==> src/rtl/exme_latch.sv <==
// -----------------------------------------------------------------------------
// exme_latch
//
// EX/MEM pipeline register and memory-access sequencer. Captures the execute
// stage result, holds it stable while a multi-cycle memory access is in flight,
// stalls upstream during the hold and counts the stall cycles.
//
// Optional feature macro: MEM_TIMEOUT_EN
//   defined   : a MEM_WAIT that lasts TIMEOUT_CYC cycles without done is forced
//               to complete, the op's reg-write is dropped and mem_err sticks.
//   undefined : MEM_WAIT waits for done indefinitely, mem_err is tied low.
//
// Ports
//   clk, rst            clock; synchronous active-high reset
//   ex_*                execute-stage instruction fields
//   flush               kill the op currently offered by EX
//   done                memory stage finished the current access (pulse)
//   ExMe_out_*          registered instruction toward the memory stage
//   stall               upstream must hold (combinational)
//   mem_stall_cnt       saturating count of stall cycles
//   mem_err             sticky timeout flag
//
// state     | meaning
// ----------+------------------------------------------------------------
// ST_IDLE   | register holds a bubble or a non-memory op
// ST_MEM_WAIT | register holds a valid memory op awaiting done
// -----------------------------------------------------------------------------
module exme_latch #(
    parameter int DATA_W      = 32,
    parameter int RADDR_W     = 5,
    parameter int TIMEOUT_CYC = 64
) (
    input  logic               clk,
    input  logic               rst,
    input  logic               ex_valid,
    input  logic [DATA_W-1:0]  ex_alu_out,
    input  logic [DATA_W-1:0]  ex_reg_2,
    input  logic               ex_mem_wrt,
    input  logic               ex_mem_en,
    input  logic               ex_reg_wrt,
    input  logic [RADDR_W-1:0] ex_rd,
    input  logic               flush,
    input  logic               done,
    output logic [DATA_W-1:0]  ExMe_out_alu_out,
    output logic [DATA_W-1:0]  ExMe_out_reg_2,
    output logic               ExMe_out_mem_wrt,
    output logic               ExMe_out_mem_en,
    output logic               ExMe_out_reg_wrt,
    output logic [RADDR_W-1:0] ExMe_out_rd,
    output logic               ExMe_out_valid,
    output logic               stall,
    output logic [31:0]        mem_stall_cnt,
    output logic               mem_err
);

    typedef enum logic [0:0] {
        ST_IDLE     = 1'b0,
        ST_MEM_WAIT = 1'b1
    } state_t;

    state_t r_state;
    state_t w_state_nxt;

    logic               w_stall;
    logic               w_load;
    logic               w_kill;
    logic               w_timeout;

    logic [DATA_W-1:0]  r_alu_out;
    logic [DATA_W-1:0]  r_reg_2;
    logic               r_mem_wrt;
    logic               r_mem_en;
    logic               r_reg_wrt;
    logic [RADDR_W-1:0] r_rd;
    logic               r_valid;
    logic [31:0]        r_stall_cnt;

    // The wait counter must be able to hold TIMEOUT_CYC-1.
    if (TIMEOUT_CYC < 2) begin : g_param_check
        $error("exme_latch: TIMEOUT_CYC must be at least 2");
    end

    // -------------------------------------------------------------------------
    // Optional forced completion of a memory access that never sees done
    // -------------------------------------------------------------------------
`ifdef MEM_TIMEOUT_EN
    localparam int WCNT_W = $clog2(TIMEOUT_CYC) + 1;

    logic [WCNT_W-1:0] r_wait_cnt;
    logic              r_mem_err;

    assign w_timeout = (r_state == ST_MEM_WAIT) && !done &&
                       (r_wait_cnt == WCNT_W'(TIMEOUT_CYC - 1));

    // Cleared on every load, so it only advances while an access is held.
    always_ff @(posedge clk) begin
        if (rst) begin
            r_wait_cnt <= '0;
        end else if (w_load) begin
            r_wait_cnt <= '0;
        end else begin
            r_wait_cnt <= r_wait_cnt + 1'b1;
        end
    end

    always_ff @(posedge clk) begin
        if (rst) begin
            r_mem_err <= 1'b0;
        end else if (w_timeout) begin
            r_mem_err <= 1'b1;
        end
    end

    assign mem_err = r_mem_err;
`else
    assign w_timeout = 1'b0;
    assign mem_err   = 1'b0;
`endif

    // -------------------------------------------------------------------------
    // FSM: state register
    // -------------------------------------------------------------------------
    always_ff @(posedge clk) begin
        if (rst) begin
            r_state <= ST_IDLE;
        end else begin
            r_state <= w_state_nxt;
        end
    end

    // -------------------------------------------------------------------------
    // FSM: stall / load decision and next state
    // -------------------------------------------------------------------------
    always_comb begin
        w_stall     = 1'b0;
        w_load      = 1'b1;
        w_kill      = !ex_valid || flush;
        w_state_nxt = r_state;

        // A timeout cycle behaves exactly like a done cycle.
        if (r_state == ST_MEM_WAIT && !done && !w_timeout) begin
            w_stall = 1'b1;
        end
        w_load = !w_stall;

        if (w_load) begin
            if (!w_kill && ex_mem_en) begin
                w_state_nxt = ST_MEM_WAIT;
            end else begin
                w_state_nxt = ST_IDLE;
            end
        end
    end

    // -------------------------------------------------------------------------
    // Pipeline register. Flush only ever kills the incoming op; a held access
    // is untouched because w_load is low while it waits.
    // -------------------------------------------------------------------------
    always_ff @(posedge clk) begin
        if (rst) begin
            r_alu_out <= '0;
            r_reg_2   <= '0;
            r_mem_wrt <= 1'b0;
            r_mem_en  <= 1'b0;
            r_reg_wrt <= 1'b0;
            r_rd      <= '0;
            r_valid   <= 1'b0;
        end else if (w_load) begin
            r_alu_out <= ex_alu_out;
            r_reg_2   <= ex_reg_2;
            r_rd      <= ex_rd;
            r_valid   <= !w_kill;
            r_mem_wrt <= ex_mem_wrt && !w_kill;
            r_mem_en  <= ex_mem_en  && !w_kill;
            r_reg_wrt <= ex_reg_wrt && !w_kill;
        end
    end

    // -------------------------------------------------------------------------
    // Saturating stall-cycle counter
    // -------------------------------------------------------------------------
    always_ff @(posedge clk) begin
        if (rst) begin
            r_stall_cnt <= '0;
        end else if (w_stall && (r_stall_cnt != 32'hFFFF_FFFF)) begin
            r_stall_cnt <= r_stall_cnt + 32'd1;
        end
    end

    // -------------------------------------------------------------------------
    // Outputs
    // -------------------------------------------------------------------------
    assign ExMe_out_alu_out = r_alu_out;
    assign ExMe_out_reg_2   = r_reg_2;
    assign ExMe_out_mem_wrt = r_mem_wrt;
    assign ExMe_out_mem_en  = r_mem_en;
    // A timed-out op must not commit its register write downstream.
    assign ExMe_out_reg_wrt = r_reg_wrt && !w_timeout;
    assign ExMe_out_rd      = r_rd;
    assign ExMe_out_valid   = r_valid;
    assign stall            = w_stall;
    assign mem_stall_cnt    = r_stall_cnt;

endmodule
==> config.mk <==
export PLATFORM = sky130hd
export DESIGN_NAME = exme_latch
export DESIGN_NICKNAME = d
export VERILOG_FILES = /design/src/rtl/exme_latch.sv
export SDC_FILE = /design/constraint.sdc
export NUM_CORES = 1
export LEC_CHECK = 0
export ABC_AREA = 1
export CAP_MARGIN = 20
export CORE_UTILIZATION = 39
export DETAILED_ROUTE_END_ITERATION = 10
export GPL_TIMING_DRIVEN = 1
export PLACE_DENSITY_LB_ADDON = 0.08
export REMOVE_ABC_BUFFERS = 1
export SETUP_SLACK_MARGIN = 0.3
export SKIP_CTS_REPAIR_TIMING = 1
export SYNTH_ARGS = -nofsm -noshare
export SYNTH_HDL_FRONTEND = slang
export SYNTH_SLANG_ARGS = --single-unit
==> constraint.sdc <==
create_clock -name clk -period 1.4 [get_ports clk]
set_input_delay 0.35 -clock clk [delete_from_list [all_inputs] [get_ports clk]]
set_output_delay 0.35 -clock clk [all_outputs]
set_load 0.02 [all_outputs]
==> impl_results.md, run 1 <==
* RR Endpoint: mem_stall_cnt[27]
* Pre-CTS WS at -0.439 ns
* Worst Hold Endpoint: ExMe_out_valid
* Clock-pin slew on the worst setup and hold paths at 0.08 ns
* TritonCTS clock tree: done
* Cts bufs inserted at 9
* Final Hold Viols at 0
* TritonCTS Sinks at 105
* Mapped cell area at 4440 um^2
* Initial Util at 0.404
* Vias per cell at 5.21
* Worst vdd ir at 0.00103 V
* HPWL after DPL at 9850 um
* Die Wd at 109 um
* # nets final at 984
* RSZ-0062 raised after global routing: true
* Worst Hold Depth at 2
* Overflow after GRT at 0
* Initial DRC count at 292
* Reg-to-reg slack, setup at -0.26 ns
* Root Buffer: clkbuf_16
* Fmax at 604 MHz
* Classification of the worst setup path: flip-flop to flip-flop
* Die ar. at 11,800 um^2
* CP Capture Type: flip-flop
* Die height at 109 um
* Leak pwr at 3.61 nW
* Post-Route WL at 17,700 um
* First-pass GRT wire length at 22,100 um
* Crit share post-route at 1.18
* CP Max Fanout at 6
* Max stage delay cell, worst path: dfxtp_4
* Ys async rst share at 0
* Row count at 38
* CP dominant cell by count: nand2_1
* Fraction of layout cells with a size suffix above 1 at 0.524
* P&R area growth vs syn at 97.8%
* Core area at 11,000 um^2
* Synth Flop Type: dfxtp_1
* Number of max-cap violations at 0
* Fin crit period at 1.66 ns
* FF-to-FF path depth at 10
* CP Launch Type: flip-flop
* Setup Skew at 0.0140 ns
* DRC Markers at 0
* EDFF count, synth at 0
* Worst EP arrival at 1.91 ns
* Status: finished with violations
* Largest net degree at the start of global routing at 70
* Max-slew violation count at 0
* # diodes at 0
* CTS max path bufs at 2
* Pwr dens at 804 nW/um^2
* Synth unique cells at 24
* Final setup vio count at 33
* Drt wl/cell at 16.8 um
* IO Pins at 184
* Worst min path class: flip-flop to flip-flop
* Antenna Nets Post-Route at 0
* Seq/Total Area, Yosys at 0.473
* Syn Inst Count at 639
* Clock Latency Late Sink at 0.36 ns
* Failing checks: negative setup slack
* Synthesized flop and latch total at 105
* Port Buffers at 182
* Fin Hold WS at 0.472 ns
* Reg2Reg Launch Point: mem_stall_cnt[9]
* Setup ws final at -0.255 ns
* DRT Pass-1 Iters at 5
* Ys Warns at 0
* Routability Congestion at 0.886
* Vias in the first global route at 4,723
* Initial antenna violation count at 0
* Slowest stage delay, CP at 0.38 ns
* Sum Neg Setup Slack at -6.32 ns
* CTS HTree Levels at 3
* # fillers at 648
* Worst hold path startpoint: ExMe_out_valid
* Tot GR Track Use at 0.240
* CP top delay family: simple AND/OR/NAND/NOR gates
* Crit path cell chain: nand2_1 -> nor2_2 -> nand2_1 -> nor2_4 -> nand3_4 -> clkbuf_16 -> nand2_2 -> nand2_1 -> inv_1 -> nor2_1
* Critical path buffer and inverter count at 2
* Mapped Avg Cell Area at 6.95 um^2
* Required time worst endpoint at 1.65 ns
* DR vias at 5,473
[metrics by stage]
step / power [W] / cell area (um^2) / util / std cells
5_1_grt: 0.00731 / 8780 / 0.800 / 1051
6_report: 0.00706 / 8780 / 0.800 / 1051
3_5_place_dp: 0.00417 / 6830 / 0.622 / 997
4_1_cts: 0.00684 / 7150 / 0.651 / 1013
2_1_floorplan: 0.00361 / 4260 / - / 607
3_3_place_gp: 0.00415 / 6830 / 0.622 / 997
[tightest hold or removal path, stage by stage (launching register included)]
cell,delay [ns]
dfxtp_2,0.33
nand2_1,0.06
a21oi_1,0.05
[synthesized netlist by cell type (2+ instances only)]
master / count / area share
o21ai_0: 71 / 0.080
nand2_1: 88 / 0.074
inv_1: 32 / 0.027
dfxtp_1: 105 / 0.47
nand2_2: 6 / 0.0085
buf_2: 6 / 0.0068
nor2_4: 3 / 0.0076
nor2_1: 212 / 0.18
clkbuf_1: 19 / 0.016
nand4_1: 8 / 0.011
a21oi_1: 31 / 0.035
a31oi_1: 2 / 0.0028
nor3_1: 4 / 0.0045
nor2_2: 3 / 0.0042
buf_6: 6 / 0.015
nand3_1: 35 / 0.039
[power by group]
part	internal (W)	switching, W
clock network	0.00151	0.00120
registers	0.00309	0.0000943
logic	0.000632	0.000540
total	0.00523	0.00183
[worst max-delay path by stage]
stage | startpoint | endpoint | slack (ns) | depth (start not counted)
6_report | mem_stall_cnt[9] | mem_stall_cnt[27] | -0.26 | 10
5_1_grt | mem_stall_cnt[9] | mem_stall_cnt[23] | -0.32 | 8
4_1_cts | mem_stall_cnt[3] | mem_stall_cnt[3] | -0.43 | 2
3_5_place_dp | done | mem_stall_cnt[28] | -0.44 | 9
3_3_place_gp | done | mem_stall_cnt[28] | -0.43 | 9
2_1_floorplan | r_state | mem_stall_cnt[25] | -1.66 | 9
[layout make-up]
class	count	area (um^2)	area share
clock inverter	4	57.6	0.00655
clock buffer	12	256	0.0292
inverter	34	133	0.0151
tap	140	175	0.0199
multi-input combinational	471	2820	0.321
sequential	105	2290	0.261
timing repair buffer	285	3050	0.348
[kinds of logic (layout without fill, tap and decap cells)]
logic type	count (synthesis)	count (layout)	share of synthesized area
XOR/XNOR	1	1	0.00197
flip-flops	105	105	0.473
AND/OR/NAND/NOR	361	364	0.335
AO/OA/AOI/OAI	104	104	0.118
buffers and inverters	66	335	0.0685
adder cells (fa/ha/maj)	1	1	0.00282
other	1	1	0.000844
[state kept, by name (all words and copies together), names as in the netlist]
signal            count
mem_stall_cnt        32
ExMe_out_rd           5
ExMe_out_reg_wrt      1
ExMe_out_alu_out     32
ExMe_out_reg_2       32
r_state               1
ExMe_out_mem_wrt      1
ExMe_out_valid        1
[metal layers]
layer,track usage,routed length [um]
met5,0,0
met1,0.269,6610
met2,0.410,9330
met4,0.0830,524
met3,0.0986,1220
[placed cells by master (no fill, tap or decap), drive strengths merged]
master | netlist | final
dlymetal6s2s | 0 | 1
o21ai | 71 | 71
nand3 | 36 | 36
clkdlybuf4s50 | 0 | 75
clkbuf | 19 | 21
conb | 1 | 1
nor2 | 218 | 218
nand2 | 94 | 97
nor3 | 4 | 4
nand3b | 1 | 1
nand4 | 8 | 8
xor2 | 1 | 1
ha | 1 | 1
a31oi | 2 | 2
inv | 33 | 36
buf | 13 | 200
clkinvlp | 0 | 1
bufinv | 0 | 1
dfxtp | 105 | 105
a21oi | 31 | 31
Power figures use the tool's default switching activity.
==> run 2, diff against run 1 <==
- ABC_AREA: 1 -> unset
- CORE_UTILIZATION: 39 -> 38
==> run 2 against run 1 <==
Effect of this change:
- the flow still finishes with violations (negative setup slack)
- register-to-register slack lost 0.32 ns
- routed wire length shrank 7.6%
- synthesized cell count shrank 17%
- global-route usage shrank 0.80 points
- non-clock buffer count up 16
- largest cell class unchanged
- highest routed layer unchanged
==> impl_results.md, run 2 <==
* Register area at 2190 um^2 (-4.7%)
* DRC Markers at 0 (unchanged)
* Mapped Avg Cell Area at 8.09 um^2 (+16%)
* Final setup vio count at 82 (+150%)
* CP Max Fanout at 8 (+2)
* Classification of the worst setup path: flip-flop to flip-flop
* Overflow after GRT at 0 (unchanged)
* DRT Pass-1 Iters at 4 (-1)
* Antenna Nets Post-Route at 0 (unchanged)
* Worst min path class: input pin to flip-flop
* # nets final at 878 (-11%)
* Post-Synth Simple-Gate Area at 0.272 (-0.0627)
* Pwr dens at 737 nW/um^2 (-8.3%)
* Final Hold Viols at 0 (unchanged)
* Die Wd at 108 um (-0.61%)
* HPWL after DPL at 9620 um (-2.3%)
* Seq/Total Area, Yosys at 0.492 (+0.0186)
* Routed length on met3 at 1400 um (+15%)
* Max-slew violation count at 0 (unchanged)
* Core area at 10,900 um^2 (-0.87%)
* Main combinational cell family by area after synthesis: simple AND/OR/NAND/NOR gates
* Met1 wire length at 6300 um (-4.7%)
* Die height at 108 um (-0.61%)
* Sw Ratio at 0.274 (+0.0153)
* Crit path cell chain: and4_4 -> nand4_4 -> or3b_4 -> buf_6 -> or4_1 -> a21oi_1
* NetSw at 0.00162 W (-11%)
* Dpl cell area at 6740 um^2 (-1.4%)
* Synth Area in XOR/XNOR at 0.0102 (+0.00828)
* Pre-CTS WS at -0.953 ns (-0.514 ns)
* Critical path buffer and inverter count at 1 (-1)
* Cts bufs inserted at 9 (unchanged)
* P_int at 0.00429 W (-18%)
* Fraction of layout cells with a size suffix above 1 at 0.399 (-0.124)
* Setup ws final at -0.580 ns (-0.325 ns)
* Die ar. at 11,700 um^2 (-1.2%)
* Status: finished with violations
* Count leader, synth: nand2_1
* # diodes at 0 (unchanged)
* Comb power frac at 0.158 (-0.008)
* Proportion of synthesized area in mux cells at 0.00498 (+0.00498)
* Crit share post-route at 1.41 (+0.232)
* RSZ-0062 raised after global routing: true
* CP top delay family: simple AND/OR/NAND/NOR gates
* First-pass GRT wire length at 21,300 um (-3.9%)
* Leak pwr at 3.25 nW (-9.9%)
* IO Pins at 184 (unchanged)
* Commonest cells in the netlist: nand2_1, dfxtp_1, a21oi_1
* Top area cells in the synthesized netlist: dfxtp_1, nand2_1, a21oi_1
* Synthesized flop and latch total at 105 (unchanged)
* TritonCTS Sinks at 105 (unchanged)
* Port Buffers at 182 (unchanged)
* Clock Latency Late Sink at 0.40 ns (+0.04 ns)
* Met2 wire length at 8280 um (-11%)
* Ys Warns at 0 (unchanged)
* EDFF count, synth at 0 (unchanged)
* Fin crit period at 1.98 ns (+0.325 ns)
* # fillers at 815 (+26%)
* Post-Route WL at 16,300 um (-7.6%)
* Area of the multi-input gates at 2330 um^2 (-17%)
* Routability Congestion at 0.889 (+0.42%)
* Syn Inst Count at 528 (-17%)
* Fin area at 8010 um^2 (-8.8%)
* Synth unique cells at 45 (+88%)
* Initial Util at 0.392 (-0.0119)
* Most frequent cells in the layout: nand2_1, clkdlybuf4s50_1, buf_6, a21oi_1, buf_4
* Compound-Gate Fraction of Synth Area at 0.170 (+0.0526)
* DR top layer: met4
* Required time worst endpoint at 1.73 ns (+0.08 ns)
* Max stage delay cell, worst path: or4_1
* Clock share of power at 0.303 (-0.080)
* Largest net degree at the start of global routing at 76 (+8.6%)
* Area leader, netlist: dfxtp_1
* DR vias at 4,996 (-8.7%)
* Clock-pin slew on the worst setup and hold paths at 0.10 ns (+0.02 ns)
* Synth Flop Type: dfxtp_1
* Seq pwr share at 0.539 (+0.088)
* Post-Synth Adder-Cell Area at 0.00293 (+0.000111)
* Commonest non-fill, non-tap cell in the layout: nand2_1
* CP Capture Type: flip-flop
* Mapped cell area at 4270 um^2 (-3.8%)
* CP Launch Type: flip-flop
* TritonCTS clock tree: done
* Tot GR Track Use at 0.232 (-0.00805)
* Fmax at 505 MHz (-16%)
* Vias per cell at 5.29 (+1.6%)
* Initial DRC count at 177 (-39%)
* Number of max-cap violations at 0 (unchanged)
* Slowest stage delay, CP at 0.51 ns (+0.13 ns)
* Worst vdd ir at 0.000845 V (-18%)
* Ys async rst share at 0 (unchanged)
* Row count at 38 (unchanged)
* Root Buffer: clkbuf_8
* Setup Skew at 0.0139 ns (-0.0000978 ns)
* Initial antenna violation count at 0 (unchanged)
* P&R area growth vs syn at 87.5%
* CTS HTree Levels at 3 (unchanged)
* Top-area cell type share of the netlist area at 0.492 (+0.0186)
* CTS max path bufs at 2 (unchanged)
* Drt wl/cell at 17.3 um (+2.9%)
* Failing checks: negative setup slack
* Vias in the first global route at 4,435 (-6.1%)
* Worst EP arrival at 2.31 ns (+0.40 ns)
[run 2: cell count changes in the layout (fill, tap and decap cells not counted), sizes merged, moves of 38 or more]
cell,before,now
a21oi,31,95
clkdlybuf4s50,75,113
nand2,97,150
nor2,218,14
o21ai,71,6
[run 2: stage by stage]
stage | hold slack, ns | util | total power (W) | instances | setup TNS (ns)
finish | 0.321 | 0.736 | 0.00591 | 944 | -27.08
global route | 0.313 | 0.736 | 0.00615 | 944 | -31.61
CTS | 0.292 | 0.635 | 0.00587 | 908 | -73.84
detailed placement | 0.442 | 0.619 | 0.00409 | 893 | -72.71
global placement | 0.437 | 0.619 | 0.00407 | 893 | -69.63
floorplan | 0.419 | - | 0.00352 | 488 | -257.75
[run 2: area by class of cell]
type	count	share of cell area
inverter	6	0.00375
tap	140	0.0219
clock inverter	6	0.00625
clock buffer	9	0.0155
multi-input combinational	377	0.291
sequential	105	0.273
timing repair buffer	301	0.389
[run 2: cells by family after synthesis]
group | after synthesis
AOI/OAI and AO/OA | 128
xor gates and xnor gates | 5
adders and majority gates | 1
buffers and inverters | 46
DFF | 105
muxes | 2
other | 1
and+or+nand+nor | 240
[run 2: path summary, 6_finish.rpt]
path,start,endpoint,slack [ns],cells past startpoint
worst max register to register,mem_stall_cnt[6],mem_stall_cnt[23],-0.58,6
worst min register to register,ExMe_out_alu_out[30],ExMe_out_alu_out[30],0.46,2
worst max-delay path,mem_stall_cnt[6],mem_stall_cnt[23],-0.58,6
worst min-delay path,rst,ExMe_out_mem_wrt,0.32,2
[run 2: power groups by stage]
| stage | sequential (W) | clock (W) | combinational [W] |
|---|---|---|---|
| after floorplan | 0.00338 | 0 | 0.000141 |
| after global placement | 0.00323 | 0 | 0.000842 |
| after detailed placement | 0.00324 | 0 | 0.000853 |
| after CTS | 0.00317 | 0.00185 | 0.000858 |
| after global routing | 0.00320 | 0.00195 | 0.000993 |
| final | 0.00319 | 0.00179 | 0.000930 |
[run 2: layer usage]
metal  up-vias  track usage
met4         0       0.0665
met1      2413        0.270
met5         -            0
li1       2388            -
met2       169        0.385
met3        26        0.102
